===== config.mk =====
export PLATFORM = sky130hd
export DESIGN_NAME = pipeline_hazard_ctrl
export DESIGN_NICKNAME = d
export VERILOG_FILES = /design/src/rtl/pipeline_hazard_ctrl.sv
export SDC_FILE = /design/constraint.sdc
export NUM_CORES = 1
export LEC_CHECK = 0
export ABC_CLOCK_PERIOD_IN_PS = 5080
export BUFFER_PORTS_ARGS = -buffer_cell sky130_fd_sc_hd__buf_2
export CAP_MARGIN = 20
export CORE_MARGIN = 2
export CORE_UTILIZATION = 53
export DETAILED_ROUTE_END_ITERATION = 12
export PLACE_DENSITY = 0.79
export REMOVE_ABC_BUFFERS = 1
export SLEW_MARGIN = 20
export SYNTH_ARGS = -nofsm -noshare
export SYNTH_HDL_FRONTEND = slang
export SYNTH_SLANG_ARGS = --single-unit

===== constraint.sdc =====
create_clock -name clk -period 5.08 [get_ports clk]
set_input_delay 1.016 -clock clk [delete_from_list [all_inputs] [get_ports clk]]
set_output_delay 1.016 -clock clk [all_outputs]
set_load 0.03 [all_outputs]

===== src/rtl/pipeline_hazard_ctrl.sv =====
// Pipeline hazard controller: load-use stall, branch flush, fetch-busy bubble,
// data-memory stall tracking with timeout fault.
// Optional feature: define HAZARD_PERF_CNT_EN to add the stall_cycles counter output.
module pipeline_hazard_ctrl #(
   parameter int unsigned STALL_TIMEOUT = 255
) (
   input  logic        clk,
   input  logic        rst,
   input  logic [3:0]  id_read_reg1,
   input  logic [3:0]  id_read_reg2,
   input  logic        id_uses_reg1,
   input  logic        id_uses_reg2,
   input  logic        idex_memtoreg,
   input  logic        idex_rf_write,
   input  logic [3:0]  idex_write_reg,
   input  logic        branch_taken,
   input  logic        imem_busy,
   input  logic        dmem_busy,
   input  logic        err_clr,
   output logic        pc_wen,
   output logic        ifid_wen,
   output logic        idex_wen,
   output logic        exmem_wen,
   output logic        memwb_wen,
   output logic        ifid_flush,
   output logic        idex_flush,
   output logic        pc_redirect,
   output logic        imem_cancel,
   output logic [1:0]  state,
`ifdef HAZARD_PERF_CNT_EN
   output logic [15:0] stall_cycles,
`endif
   output logic        timeout_err
);

   typedef enum logic [1:0] {
      StRun    = 2'd0,
      StDstall = 2'd1,
      StFault  = 2'd2
   } state_e;

   localparam logic [15:0] TimeoutLen = 16'(STALL_TIMEOUT);

   state_e      state_q, state_d;
   logic [15:0] stall_len_q, stall_len_d;
   logic        timeout_err_q, timeout_err_d;
   logic        load_use;
   logic        frozen;

   assign load_use = idex_memtoreg & idex_rf_write &
                     ((id_uses_reg1 & (id_read_reg1 == idex_write_reg)) |
                      (id_uses_reg2 & (id_read_reg2 == idex_write_reg)));

   // Hazard resolution outputs, highest priority first: freeze, branch, load-use, fetch busy.
   always_comb begin
      pc_wen      = 1'b1;
      ifid_wen    = 1'b1;
      idex_wen    = 1'b1;
      exmem_wen   = 1'b1;
      memwb_wen   = 1'b1;
      ifid_flush  = 1'b0;
      idex_flush  = 1'b0;
      pc_redirect = 1'b0;
      imem_cancel = 1'b0;
      // The unused encoding behaves like FAULT.
      case (state_q)
         StRun, StDstall: frozen = dmem_busy;
         default:         frozen = 1'b1;
      endcase
      if (frozen) begin
         pc_wen    = 1'b0;
         ifid_wen  = 1'b0;
         idex_wen  = 1'b0;
         exmem_wen = 1'b0;
         memwb_wen = 1'b0;
      end else if (branch_taken) begin
         ifid_flush  = 1'b1;
         idex_flush  = 1'b1;
         pc_redirect = 1'b1;
         imem_cancel = imem_busy;
      end else if (load_use) begin
         pc_wen     = 1'b0;
         ifid_wen   = 1'b0;
         idex_flush = 1'b1;
      end else if (imem_busy) begin
         pc_wen     = 1'b0;
         ifid_flush = 1'b1;
      end
   end

   // Next-state logic for the stall/fault FSM and the stall length counter.
   always_comb begin
      state_d       = state_q;
      stall_len_d   = stall_len_q;
      timeout_err_d = timeout_err_q;
      case (state_q)
         StRun: begin
            if (dmem_busy) begin
               state_d     = StDstall;
               stall_len_d = 16'd1;
            end
         end
         StDstall: begin
            // Timeout wins over a simultaneous exit.
            if (dmem_busy && (stall_len_q == TimeoutLen)) begin
               state_d       = StFault;
               timeout_err_d = 1'b1;
               stall_len_d   = 16'd0;
            end else if (dmem_busy) begin
               stall_len_d = stall_len_q + 16'd1;
            end else begin
               state_d     = StRun;
               stall_len_d = 16'd0;
            end
         end
         default: begin
            stall_len_d = 16'd0;
            if (err_clr) begin
               state_d       = StRun;
               timeout_err_d = 1'b0;
            end else begin
               state_d = StFault;
            end
         end
      endcase
   end

   // FSM state, stall length and sticky fault registers.
   always_ff @(posedge clk) begin
      if (rst) begin
         state_q       <= StRun;
         stall_len_q   <= 16'd0;
         timeout_err_q <= 1'b0;
      end else begin
         state_q       <= state_d;
         stall_len_q   <= stall_len_d;
         timeout_err_q <= timeout_err_d;
      end
   end

   assign state       = state_q;
   assign timeout_err = timeout_err_q;

`ifdef HAZARD_PERF_CNT_EN
   logic [15:0] stall_cycles_q, stall_cycles_d;

   // Saturating count of cycles in which the PC did not advance.
   always_comb begin
      stall_cycles_d = stall_cycles_q;
      if (!pc_wen && (stall_cycles_q != 16'hFFFF)) begin
         stall_cycles_d = stall_cycles_q + 16'd1;
      end
   end

   // Performance counter register.
   always_ff @(posedge clk) begin
      if (rst) begin
         stall_cycles_q <= 16'd0;
      end else begin
         stall_cycles_q <= stall_cycles_d;
      end
   end

   assign stall_cycles = stall_cycles_q;
`endif

endmodule


# Yosys cells after proc, flatten, opt, wreduce, memory -nomap -nowiden
# Cells that the tools add are included.
word_totals:
  n_memories: 0
  regBits: 19
  in_bits: 22
  latchBits: 0
  elab_cells: 55
  mem_bits_rw: 0
  romBits: 0
  output_inout_bits: 12
op_classes:
  n_div: 0
  n_eq_ne: 7
  order_cmp: 0
  shift: 0
  reduce_logical: 6
  n_addsub: 1
  n_mul: 0
  mux: 32
  bitwise: 6
ops:
  columns: ["operator", "count"]
  rows:
  - ["2-to-1 mux 16 bit", 3]
  - ["one-hot mux 16 bit (2 select lines)", 1]
  - ["2-to-1 mux 1 bit", 22]
  - ["adder 16 x 1 -> 16 bit, second input constant", 1]
  - ["== test 16 x 8 -> 1 bit, second input constant", 1]
  - ["== test 4 bit", 2]
  - ["2-to-1 mux 2 bit", 4]
  - ["bitwise AND 1 bit", 4]
  - ["inequality test 2 bit, second input constant", 2]
  - ["one-hot mux 2 bit (2 select lines)", 1]
  - ["inequality test 3 bit, second input constant", 1]
  - ["AND reduction 3 bit", 1]
  - ["== test 2 x 1 -> 1 bit, second input constant", 1]
  - ["zero test 2 bit", 1]
  - ["one-hot mux 1 bit (2 select lines)", 1]
  - ["AND reduction 2 bit", 1]
  - ["nonzero test 2 bit", 1]
  - ["OR reduction 2 bit", 1]
  - ["logical AND 1 bit", 1]
  - ["inverter 1 bit", 1]
  - ["OR 1 bit", 1]

# Depth between registers and ports, before layout
# Gate-level depths: netlist (run 1).
depth:
  depth_word: 7
  mapped_depth: 7
  ltp_nobuf: 6

# Least setup slack after synthesis (run 1)
# Ideal clock, no wire load.
synth_path:
  path_type: "input port to output port"
  startpoint: "in dmem_busy"
  endpoint: "out ifid_wen"
  t_required_ps: 4064
  arrival_ps: 2425
  cell_stages: 2
  setup_slack_ps: 1639
  path_cell_list: "nor2_1 -> a21boi_0"
synth_via:
  elab_chain_len: 2
synth_lines:
  columns: ["element", "line_no", "text"]
  rows:
  - ["from (decl)", "18", "input logic dmem_busy,"]
  - ["2-to-1 mux 1 bit", "66", "case (state_q)"]
  - ["2-to-1 mux 1 bit", "70", "if (frozen) begin"]
  - ["to (decl)", "21", "output logic ifid_wen,"]
# Every way passes these cells.

# Worst setup path in the final report (run 1)
layout_path:
  startpoint: "in idex_write_reg[0]"
  endpoint: "out ifid_wen"
layout_via:
  elab_chain_len: 7
  elab_cells_between_ends: 9
  classes_between: "eq/ne (2); mux (3); bitwise (4)"
layout_lines:
  columns: ["element", "line_no", "text"]
  rows:
  - ["from (decl)", "15", "input logic [3:0] idex_write_reg,"]
  - ["== test 4 bit, on equally long branches", "51, 52", null]
  - ["bitwise AND 1 bit, on equally long branches", "51, 52", null]
  - ["OR 1 bit *", "51", "((id_uses_reg1 & (id_read_reg1 == idex_write_reg)) |"]
  - ["bitwise AND 1 bit *", "50", "assign load_use = idex_memtoreg & idex_rf_write &"]
  - ["2-to-1 mux 1 bit *", "81", "end else if (load_use) begin"]
  - ["2-to-1 mux 1 bit *", "76", "end else if (branch_taken) begin"]
  - ["2-to-1 mux 1 bit *", "70", null]
# Every way passes the cells marked *; elsewhere a longest branch is shown, timed or not.

==> results of run 1 <==
cell usage in the layout (no fill, tap or decap):
| master | instances |
|---|---|
| buf_2 | 33 |
| dfxtp_1 | 19 |
| nor2_1 | 17 |
| xor2_1 | 14 |
| nand2_1 | 13 |
| nand4_1 | 7 |
| xnor2_1 | 6 |
| and4_1 | 4 |
| inv_1 | 3 |
| o21ai_0 | 3 |
| nand3_1 | 3 |
| a21oi_1 | 3 |
| o21ai_1 | 3 |
| clkbuf_4 | 3 |
| or4_1 | 2 |
| o41ai_1 | 2 |
| and3_1 | 2 |
| or3_1 | 2 |
| and3_2 | 2 |
| nor3_1 | 2 |
| nand2b_1 | 2 |
| a21boi_0 | 1 |
| o21a_1 | 1 |
| or4_4 | 1 |
| nor4_4 | 1 |
| o211a_1 | 1 |
| nand3b_1 | 1 |
| or3b_1 | 1 |
| o22a_1 | 1 |
| o22ai_1 | 1 |
| a21o_1 | 1 |
| and2_1 | 1 |
| a211oi_1 | 1 |
| nor4_1 | 1 |
| a22oi_1 | 1 |
| ha_1 | 1 |
| clkinv_2 | 1 |
worst max-delay path, delay by kind of cell:
family                 cells  cell delay (ps)
AO/OA/AOI/OAI              2              800
XOR/XNOR                   1              150
buffers and inverters      2              330
power groups by stage:
| stage | Combinational, mW | Clock [mW] | Sequential, mW |
|---|---|---|---|
| after floorplan | 0.0258 | 0 | 0.157 |
| after global placement | 0.0451 | 0 | 0.156 |
| after detailed placement | 0.0462 | 0 | 0.156 |
| after CTS | 0.0463 | 0.0793 | 0.153 |
| after global routing | 0.0499 | 0.0878 | 0.153 |
| final | 0.0461 | 0.0771 | 0.153 |
metal layers:
layer	part of all wire (%)	track usage [%]	vias to the layer above
li1	-	-	529
met5	0	0	-
met3	2.8	4.60	2
met2	50	34.2	10
met4	0.58	4.17	0
met1	47	25.6	457
flip-flops by register name, summed over array words and instances (netlist names):
name / cells
stall_len_q: 16
state: 2
timeout_err: 1
cell families after synthesis:
| group | Yosys count | synth area share (%) |
|---|---|---|
| AND/OR/NAND/NOR | 62 | 31.6 |
| AO/OA/AOI/OAI | 19 | 11.5 |
| flip-flops | 19 | 34.8 |
| XOR/XNOR | 20 | 16.0 |
| adder cells (fa/ha/maj) | 1 | 1.15 |
| buffers and inverters | 8 | 4.92 |
final cells by class:
class	instances	area, um^2
clock buffers	3	22.5
clock inverters	1	5.00
fillers	185	686
inverters	3	11.3
multi-input cells	102	658
flip-flops and latches	19	380
well taps	27	33.8
repair buffers	33	165
per-stage QoR:
stage               hold slack, ps  instance area [um^2]  std cells  power (mW)
finish                         492                  1280        188       0.276
global route                   523                  1280        188       0.291
CTS                            502                  1280        188       0.278
detailed placement             485                  1250        184       0.202
global placement               453                  1250        184       0.201
floorplan                      444                  1050        124       0.183
worst max-delay path by stage:
stage                      start    endpoint  slack (ps)  cells after the start
6_report       idex_write_reg[0]    ifid_wen        1770                      5
5_1_grt        idex_write_reg[1]  ifid_flush        1680                      6
4_1_cts        idex_write_reg[3]    ifid_wen        1780                      6
3_5_place_dp   idex_write_reg[3]    ifid_wen        1780                      6
3_3_place_gp     id_read_reg1[3]    ifid_wen        1810                      6
2_1_floorplan          dmem_busy    ifid_wen         950                      2
Yosys cell counts, types with 2 or more instances:
library cell | instances | area, um^2
xnor2_1 | 6 | 52.6
o21ai_1 | 3 | 15.0
dfxtp_1 | 19 | 380
a21oi_1 | 3 | 15.0
xor2_1 | 14 | 123
or3_1 | 2 | 12.5
o41ai_1 | 2 | 17.5
nand3_1 | 3 | 15.0
nor2_1 | 17 | 63.8
buf_4 | 2 | 15.0
nand2b_1 | 2 | 12.5
nand4_1 | 7 | 43.8
o21ai_0 | 3 | 15.0
nor3_1 | 2 | 10.0
buf_6 | 2 | 22.5
or4_1 | 2 | 15.0
and3_1 | 2 | 12.5
nand2_1 | 13 | 48.8
and4_1 | 4 | 35.0
inv_1 | 3 | 11.3
and3_2 | 2 | 15.0
==> reports/results.txt, run 1 <==
Outcome = complete, no violations
Setup crit start kind = input pin
Hold_sp = stall_len_q[1]
Clk sinks = 19
Post-DP HPWL = 1760 um
WL/cell = 11.9 um
# port buffers = 33
Final setup skew = 4.67 ps
Cells on Worst Hold Path = 2
Ant diodes = 0
Int Power = 0.197 mW
Clk network pwr share = 28.0%
R2R depth = 5
First-pass DRT Iterations = 4
Most Frequent Cell on Critical Path = buf_2
CTS root buffer = clkbuf_4
DIE AREA = 2440 um^2
Synth Flop Type = dfxtp_1
R2R Setup Slk = 3140 ps
WP data required = 4060 ps
FF+latch count, synth = 19
Total track usage = 20.0%
DR DRC count = 0
Fin nets = 185
Crit-path slowest cell = o41ai_1
Total CTS buffers = 3
Asr flop ratio synth = 0%
CTS HTree Levels = 1
Grt total ovfl = 0
Leak = 0.544 nW
Post-CTS Resized = 0
R2R Path Start = stall_len_q[8]
Kind of critical path = in -> out
Vias in the first global route = 902
CP max FO = 4
Min Tclk post-route = 3310 ps
Area of the mapped netlist = 1090 um^2
Relative slew slack = 58.6%
Share of post-route cells with drive strength above 1 = 25.5%
Hold Crit Class = reg -> reg
Number of max-cap violations = 0
Pin count of the biggest net entering global routing = 12
1st-iter DRT viols = 9
Post-synth EDFFs = 0
Worst-margin pin slew = 612 ps
Power Dens Cells = 216 nW/um^2
Cts hold-fix bufs = 0
Row cnt = 16
Core Util, Final = 65.1%
CP arrival = 2290 ps
Yosys warnings = 0
Initial Util = 55.7%
Chip width = 49.4 um
Final-report hold violation count = 0
Clk buf depth = 2
Via count = 998
Tcrit/Tclk final = 65.1%
Max Freq = 303 MHz
TritonCTS clock tree = built
DRT Wirelength = 2230 um
Sequential power share = 55.3%
Place WS = 1780 ps
GPL Wtd Cong = 0.805
Mean Syn Cell Area = 8.47 um^2
Core Area = 1960 um^2
Initial antenna violation count = 0
First-pass GRT wire length = 3850 um
Final Setup Violations = 0
Register area share after synthesis = 34.8%
Hold endpoint = stall_len_q[1]
P_sw = 0.0787 mW
Unrepaired setup endpoints after global routing = no
Final worst setup slack = 1770 ps
Sw Ratio = 28.6%
Synth unique cells = 37
Max Slew Vio Count = 0
Setup TNS = 0 ps
Die height = 49.4 um
Crit-path max cell delay = 620 ps
Reg clk slew, reported paths = 110 ps
Area Growth Syn to Fin = 16.8%
Postcts setup bufs = 0
Io pins = 34
Comb power frac = 16.7%
Vias per cell = 5.31
Maximum vdd drop = 156 uV
Worst Setup End Kind = output port
Mapped Cells = 129
Antenna-violating nets left = 0
Worst reg2reg path endpoint = stall_len_q[15]
Worst-Skew Late Latency = 300 ps
CP cell instances = buf_2 > xor2_1 > o41ai_1 > a21boi_0 > buf_2
No activity file was read; power rests on OpenSTA's default activity.
==> run 2: changes to the inputs <==
Settings changed: ABC_AREA set to 1, ABC_CLOCK_PERIOD_IN_PS 5080 to 3450, CORE_UTILIZATION 53 to 52, PLACE_DENSITY 0.79 to 0.76.
Clock period 5.08 ns to 3.45 ns, I/O delays scaled along.
==> reports/results.txt, run 2 <==
Outcome = complete, no violations
Core Util, Final = 62.7% (-2.4 points)
Final std cells w/o fill = 262 (+39%)
CTS root buffer = clkbuf_4
Post-route cell area = 1540 um^2 (+21%)
Initial antenna violation count = 0 (unchanged)
Yosys top cell by area = dfxtp_1
Io pins = 34 (unchanged)
Worst-Skew Late Latency = 300 ps (about the same)
Max reg flops = 16 (unchanged)
Fin nets = 256 (+38%)
Area Growth Syn to Fin = 16.1%
Post-synth EDFFs = 0 (unchanged)
Mapped Cells = 197 (+53%)
Relative slew slack = 82.2% (+24 points)
Postcts setup bufs = 0 (unchanged)
DR DRC count = 0 (unchanged)
Setup TNS = 0 ps (unchanged)
Core Area = 2450 um^2 (+25%)
TritonCTS clock tree = built
Tcrit/Tclk final = 67.6%
CP arrival = 1640 ps (-650 ps)
Reg clk slew, reported paths = 110 ps (about the same)
WL/cell = 9.88 um (-17%)
Hold Crit Class = reg -> reg
Place WS = 1110 ps (-668 ps)
Crit-path max cell delay = 210 ps (-410 ps)
Post-CTS Resized = 0 (unchanged)
R2R Path Start = stall_len_q[0]
Commonest non-fill, non-tap cell in the layout = nand2_1
Area of the mapped netlist = 1330 um^2 (+21%)
Pin count of the biggest net entering global routing = 11 (-1)
Synth area leaders = dfxtp_1, nand2_1, nor2_1, inv_1, nand3_1
Share of post-route cells with drive strength above 1 = 31.0% (+5.6 points)
Power Dens Cells = 272 nW/um^2 (+26%)
Hold_sp = timeout_err
FF+latch count, synth = 19 (unchanged)
Yosys warnings = 0 (unchanged)
Unrepaired setup endpoints after global routing = no
Power after layout = 0.418 mW (+52%)
Maximum vdd drop = 267 uV (+72%)
DRT Wirelength = 2590 um (+16%)
1st-iter DRT viols = 19 (+10)
Largest Register = stall_len_q
Final-report hold violation count = 0 (unchanged)
Final setup skew = 1.79 ps (-2.88 ps)
Total track usage = 19.7% (-0.27 points)
Die height = 54.5 um (+10%)
Synth unique cells = 31 (-16%)
Row cnt = 18 (+2)
# port buffers = 33 (unchanged)
Post-DP HPWL = 2090 um (+18%)
Kind of critical path = in -> out
Commonest non-fill, non-tap cells in the layout = nand2_1, buf_2, nor2_1, inv_1, dfxtp_1
Ant diodes = 0 (unchanged)
Count leader, synth = nand2_1
CP cell instances = buf_2 > inv_1 > o21ai_0 > nor2_1 > nand3_1 > nand2_1 > nand2_1 > o21ai_0 > buf_2
Grt total ovfl = 0 (unchanged)
Synth Flop Type = dfxtp_1
Post-synth top area share = 28.7% (-6.1 points)
Worst Setup End Kind = output port
Register area share after synthesis = 28.7% (-6.1 points)
Total CTS buffers = 3 (unchanged)
Max Freq = 429 MHz
Top cells by count, synth = nand2_1, nor2_1, inv_1
First-pass DRT Iterations = 4 (unchanged)
Via count = 1257 (+26%)
Vias in the first global route = 1098 (+22%)
DP Cell Count = 258 (+40%)
Setup crit start kind = input pin
GPL Wtd Cong = 0.827 (+2.8%)
Initial Util = 54.0% (-1.7 points)
Clk buf depth = 2 (unchanged)
Cts hold-fix bufs = 0 (unchanged)
DIE AREA = 2970 um^2 (+22%)
Mean Syn Cell Area = 6.73 um^2 (-21%)
Worst-margin pin slew = 265 ps (-347 ps)
Chip width = 54.5 um (+10%)
Fin Hold WS = 492 ps (+0.836 ps)
First-pass GRT wire length = 4280 um (+11%)
Final worst setup slack = 1120 ps (-657 ps)
WP data required = 2760 ps (-1300 ps)
Clk sinks = 19 (unchanged)
Max Slew Vio Count = 0 (unchanged)
Final Setup Violations = 0 (unchanged)
Number of max-cap violations = 0 (unchanged)
Crit-path slowest cell = buf_2
CTS HTree Levels = 1 (unchanged)
Min Tclk post-route = 2330 ps
Asr flop ratio synth = 0% (unchanged)
Placed cell areas = 1510 um^2 (+21%)
CP max FO = 4 (unchanged)
Crit path from = idex_write_reg[1]
Leak = 0.691 nW (+27%)
Vias per cell = 4.80 (-9.6%)
Antenna-violating nets left = 0 (unchanged)
## run 2: changes by cell type after synthesis, sizes merged, moves of 9 or more
cell,change
inv,+24
xor2,-12
nand2,+41
nand3,+13
a21oi,+9
nor2,+21
## run 2: final timing paths
kind	end	slack, ps	cells after the start
max	idex_flush	1120	9
min	timeout_err	490	2
max reg2reg	stall_len_q[15]	1990	8
min reg2reg	timeout_err	490	2
## run 2: power by group
group / internal, mW / total [mW] / switching (mW)
registers: 0.222 / 0.223 / 0.00157
logic: 0.0280 / 0.0795 / 0.0514
clock network: 0.0451 / 0.116 / 0.0707
## run 2: metal layers
layer / wire, um / vias to the layer above / track usage [%]
met5: 0 / - / 0
met4: 10 / 0 / 5.83
met3: 143 / 2 / 6.01
met2: 1150 / 28 / 31.3
met1: 1290 / 530 / 25.5
li1: - / 697 / -
## run 2: cell type report
cell class	count	area, um^2
Fill cell	257	916
Sequential cell	19	380
Tap cell	30	37.5
Clock buffer	4	26.3
Multi-Input combinational cell	149	826
Timing Repair Buffer	33	165
Inverter	27	104
## run 2: logic make-up (layout without fill, tap and decap cells)
| logic type | Yosys count | count (layout) | share of synthesized area, % |
|---|---|---|---|
| xor gates and xnor gates | 5 | 5 | 3.31 |
| DFF | 19 | 19 | 28.7 |
| adders and majority gates | 1 | 1 | 0.944 |
| AOI/OAI and AO/OA | 23 | 23 | 10.3 |
| and+or+nand+nor | 120 | 120 | 47.8 |
| buffers and inverters | 29 | 64 | 8.97 |
## run 2: critical path: cells and delay by family
| family | cells | cell delay (ps) |
|---|---|---|
| buffers and inverters | 3 | 380 |
| AND/OR/NAND/NOR | 4 | 350 |
| AO/OA/AOI/OAI | 2 | 220 |
==> run 3: changes to the inputs <==
Settings changed: ABC_CLOCK_PERIOD_IN_PS 3450 to 2000, CORE_UTILIZATION 52 to 47, PLACE_DENSITY 0.76 to 0.72.
Clock period 3.45 ns to 2 ns, I/O delays scaled along.
==> reports/results.txt, run 3 (synthesis gave the netlist of run 2 again) <==
Outcome = complete, no violations
DIE AREA = 3260 um^2 (+9.8%)
Pin count of the biggest net entering global routing = 12 (+1)
CP max FO = 7 (+3)
Commonest non-fill, non-tap cell in the layout = nand2_1
Chip width = 57.1 um (+4.8%)
Via count = 1273 (+1.3%)
Maximum vdd drop = 524 uV (+96%)
First-pass DRT Iterations = 4 (unchanged)
Final setup skew = 9.85 ps (+8.06 ps)
Grt total ovfl = 0 (unchanged)
Worst-Skew Late Latency = 300 ps (about the same)
Vias per cell = 4.84 (+0.89%)
Crit-path max cell delay = 360 ps (+150 ps)
Post-DP HPWL = 2170 um (+3.7%)
Antenna-violating nets left = 0 (unchanged)
Final-report hold violation count = 0 (unchanged)
Area of the multi-input gates = 826 um^2 (unchanged)
CP arrival = 1430 ps (-210 ps)
Cts hold-fix bufs = 0 (unchanged)
Power Dens Cells = 466 nW/um^2 (+71%)
Area Growth Syn to Fin = 16.3%
Unrepaired setup endpoints after global routing = no
DRT Wirelength = 2670 um (+3.1%)
Hold Crit Class = in -> reg
CTS root buffer = clkbuf_4
# port buffers = 33 (unchanged)
Critical path buffer and inverter count = 3 (unchanged)
Setup crit start kind = register
Row cnt = 19 (+1)
Kind of critical path = reg -> out
Io pins = 34 (unchanged)
Total track usage = 18.8% (-0.92 points)
Leak = 0.693 nW (+0.29%)
Filler cells = 276 (+7.4%)
Place WS = 241 ps (-867 ps)
Clk buf depth = 2 (unchanged)
GPL Wtd Cong = 0.858 (+3.7%)
Die height = 57.1 um (+4.8%)
Crit-path slowest cell = dfxtp_1
Final worst setup slack = 169 ps (-949 ps)
WL/cell = 10.1 um (+2.7%)
TritonCTS clock tree = built
Min Tclk post-route = 1830 ps
Final Setup Violations = 0 (unchanged)
Register area = 380 um^2 (unchanged)
Total CTS buffers = 3 (unchanged)
Commonest non-fill, non-tap cells in the layout = nand2_1, buf_2, nor2_1, inv_1, dfxtp_1
Max reg flops = 16 (unchanged)
CP delay by family, top = buffers and inverters
First-pass GRT wire length = 4860 um (+14%)
Core Util, Final = 56.9% (-5.8 points)
Clk sinks = 19 (unchanged)
Core Area = 2710 um^2 (+10%)
Relative slew slack = 81.3% (-0.84 points)
Worst Setup End Kind = output port
Ant diodes = 0 (unchanged)
CP cell instances = nor2_4 > inv_1 > nor2_1 > inv_1 > o21ai_0 > buf_2
Fin nets = 256 (unchanged)
Tcrit/Tclk final = 91.6%
Most Frequent Cell on Critical Path = inv_1
WP data required = 1600 ps (-1160 ps)
1st-iter DRT viols = 115 (+96)
CTS HTree Levels = 1 (unchanged)
Largest Register = stall_len_q
DR DRC count = 0 (unchanged)
Max Freq = 546 MHz
Max Slew Vio Count = 0 (unchanged)
Initial Util = 48.9% (-5.1 points)
Vias in the first global route = 1159 (+5.6%)
Number of max-cap violations = 0 (unchanged)
Reg clk slew, reported paths = 100 ps (about the same)
Worst-margin pin slew = 278 ps (+13.3 ps)
Share of post-route cells with drive strength above 1 = 31.5% (+0.43 points)
Initial antenna violation count = 0 (unchanged)
[run 3: path summary, 6_finish.rpt]
path	slack [ps]	depth (start not counted)	endpoint	start
hold reg to reg	480	2	timeout_err	timeout_err
setup / recovery	170	6	idex_flush	state[1]
hold / removal	350	2	timeout_err	rst
setup reg to reg	560	6	stall_len_q[14]	stall_len_q[1]
[run 3: per-stage QoR]
step / TNS (ps) / cell area (um^2) / hold slack, ps / instances / total power, mW
finish: 0 / 1540 / 346 / 263 / 0.718
floorplan: -2060 / 1310 / 455 / 195 / 0.484
detailed placement: 0 / 1510 / 473 / 259 / 0.533
global route: 0 / 1540 / 353 / 263 / 0.758
CTS: 0 / 1540 / 340 / 263 / 0.731
global placement: 0 / 1510 / 471 / 259 / 0.532
[run 3: power breakdown]
group | total, mW | switching [mW] | leakage (nW) | internal (mW)
sequential | 0.385 | 0.00251 | 0.154 | 0.382
combinational | 0.139 | 0.0901 | 0.521 | 0.0488
clock | 0.195 | 0.120 | 0.0177 | 0.0745
[run 3: repair_timing]
| item | in CTS | in global routing |
|---|---|---|
| gates resized for setup | 0 | 0 |
| buffers inserted | 0 | 0 |
| endpoints found under the setup margin | 0 | 1 |
[run 3: final cells by class]
class / instances / area share [%]
Clock inverter: 1 / 0.325
Inverter: 27 / 6.74
Tap cell: 31 / 2.52
Sequential cell: 19 / 24.7
Clock buffer: 3 / 1.46
Timing Repair Buffer: 33 / 10.7
Multi-Input combinational cell: 149 / 53.6
[run 3: per-layer routing]
| layer | part of all wire [%] | global-route usage (%) | up-vias | routed length [um] |
|---|---|---|---|---|
| li1 | - | - | 691 | - |
| met1 | 51 | 25.4 | 541 | 1360 |
| met2 | 41 | 30.4 | 39 | 1100 |
| met3 | 6.8 | 4.99 | 2 | 181 |
| met4 | 0.67 | 3.99 | 0 | 18 |
| met5 | 0 | 0 | - | 0 |
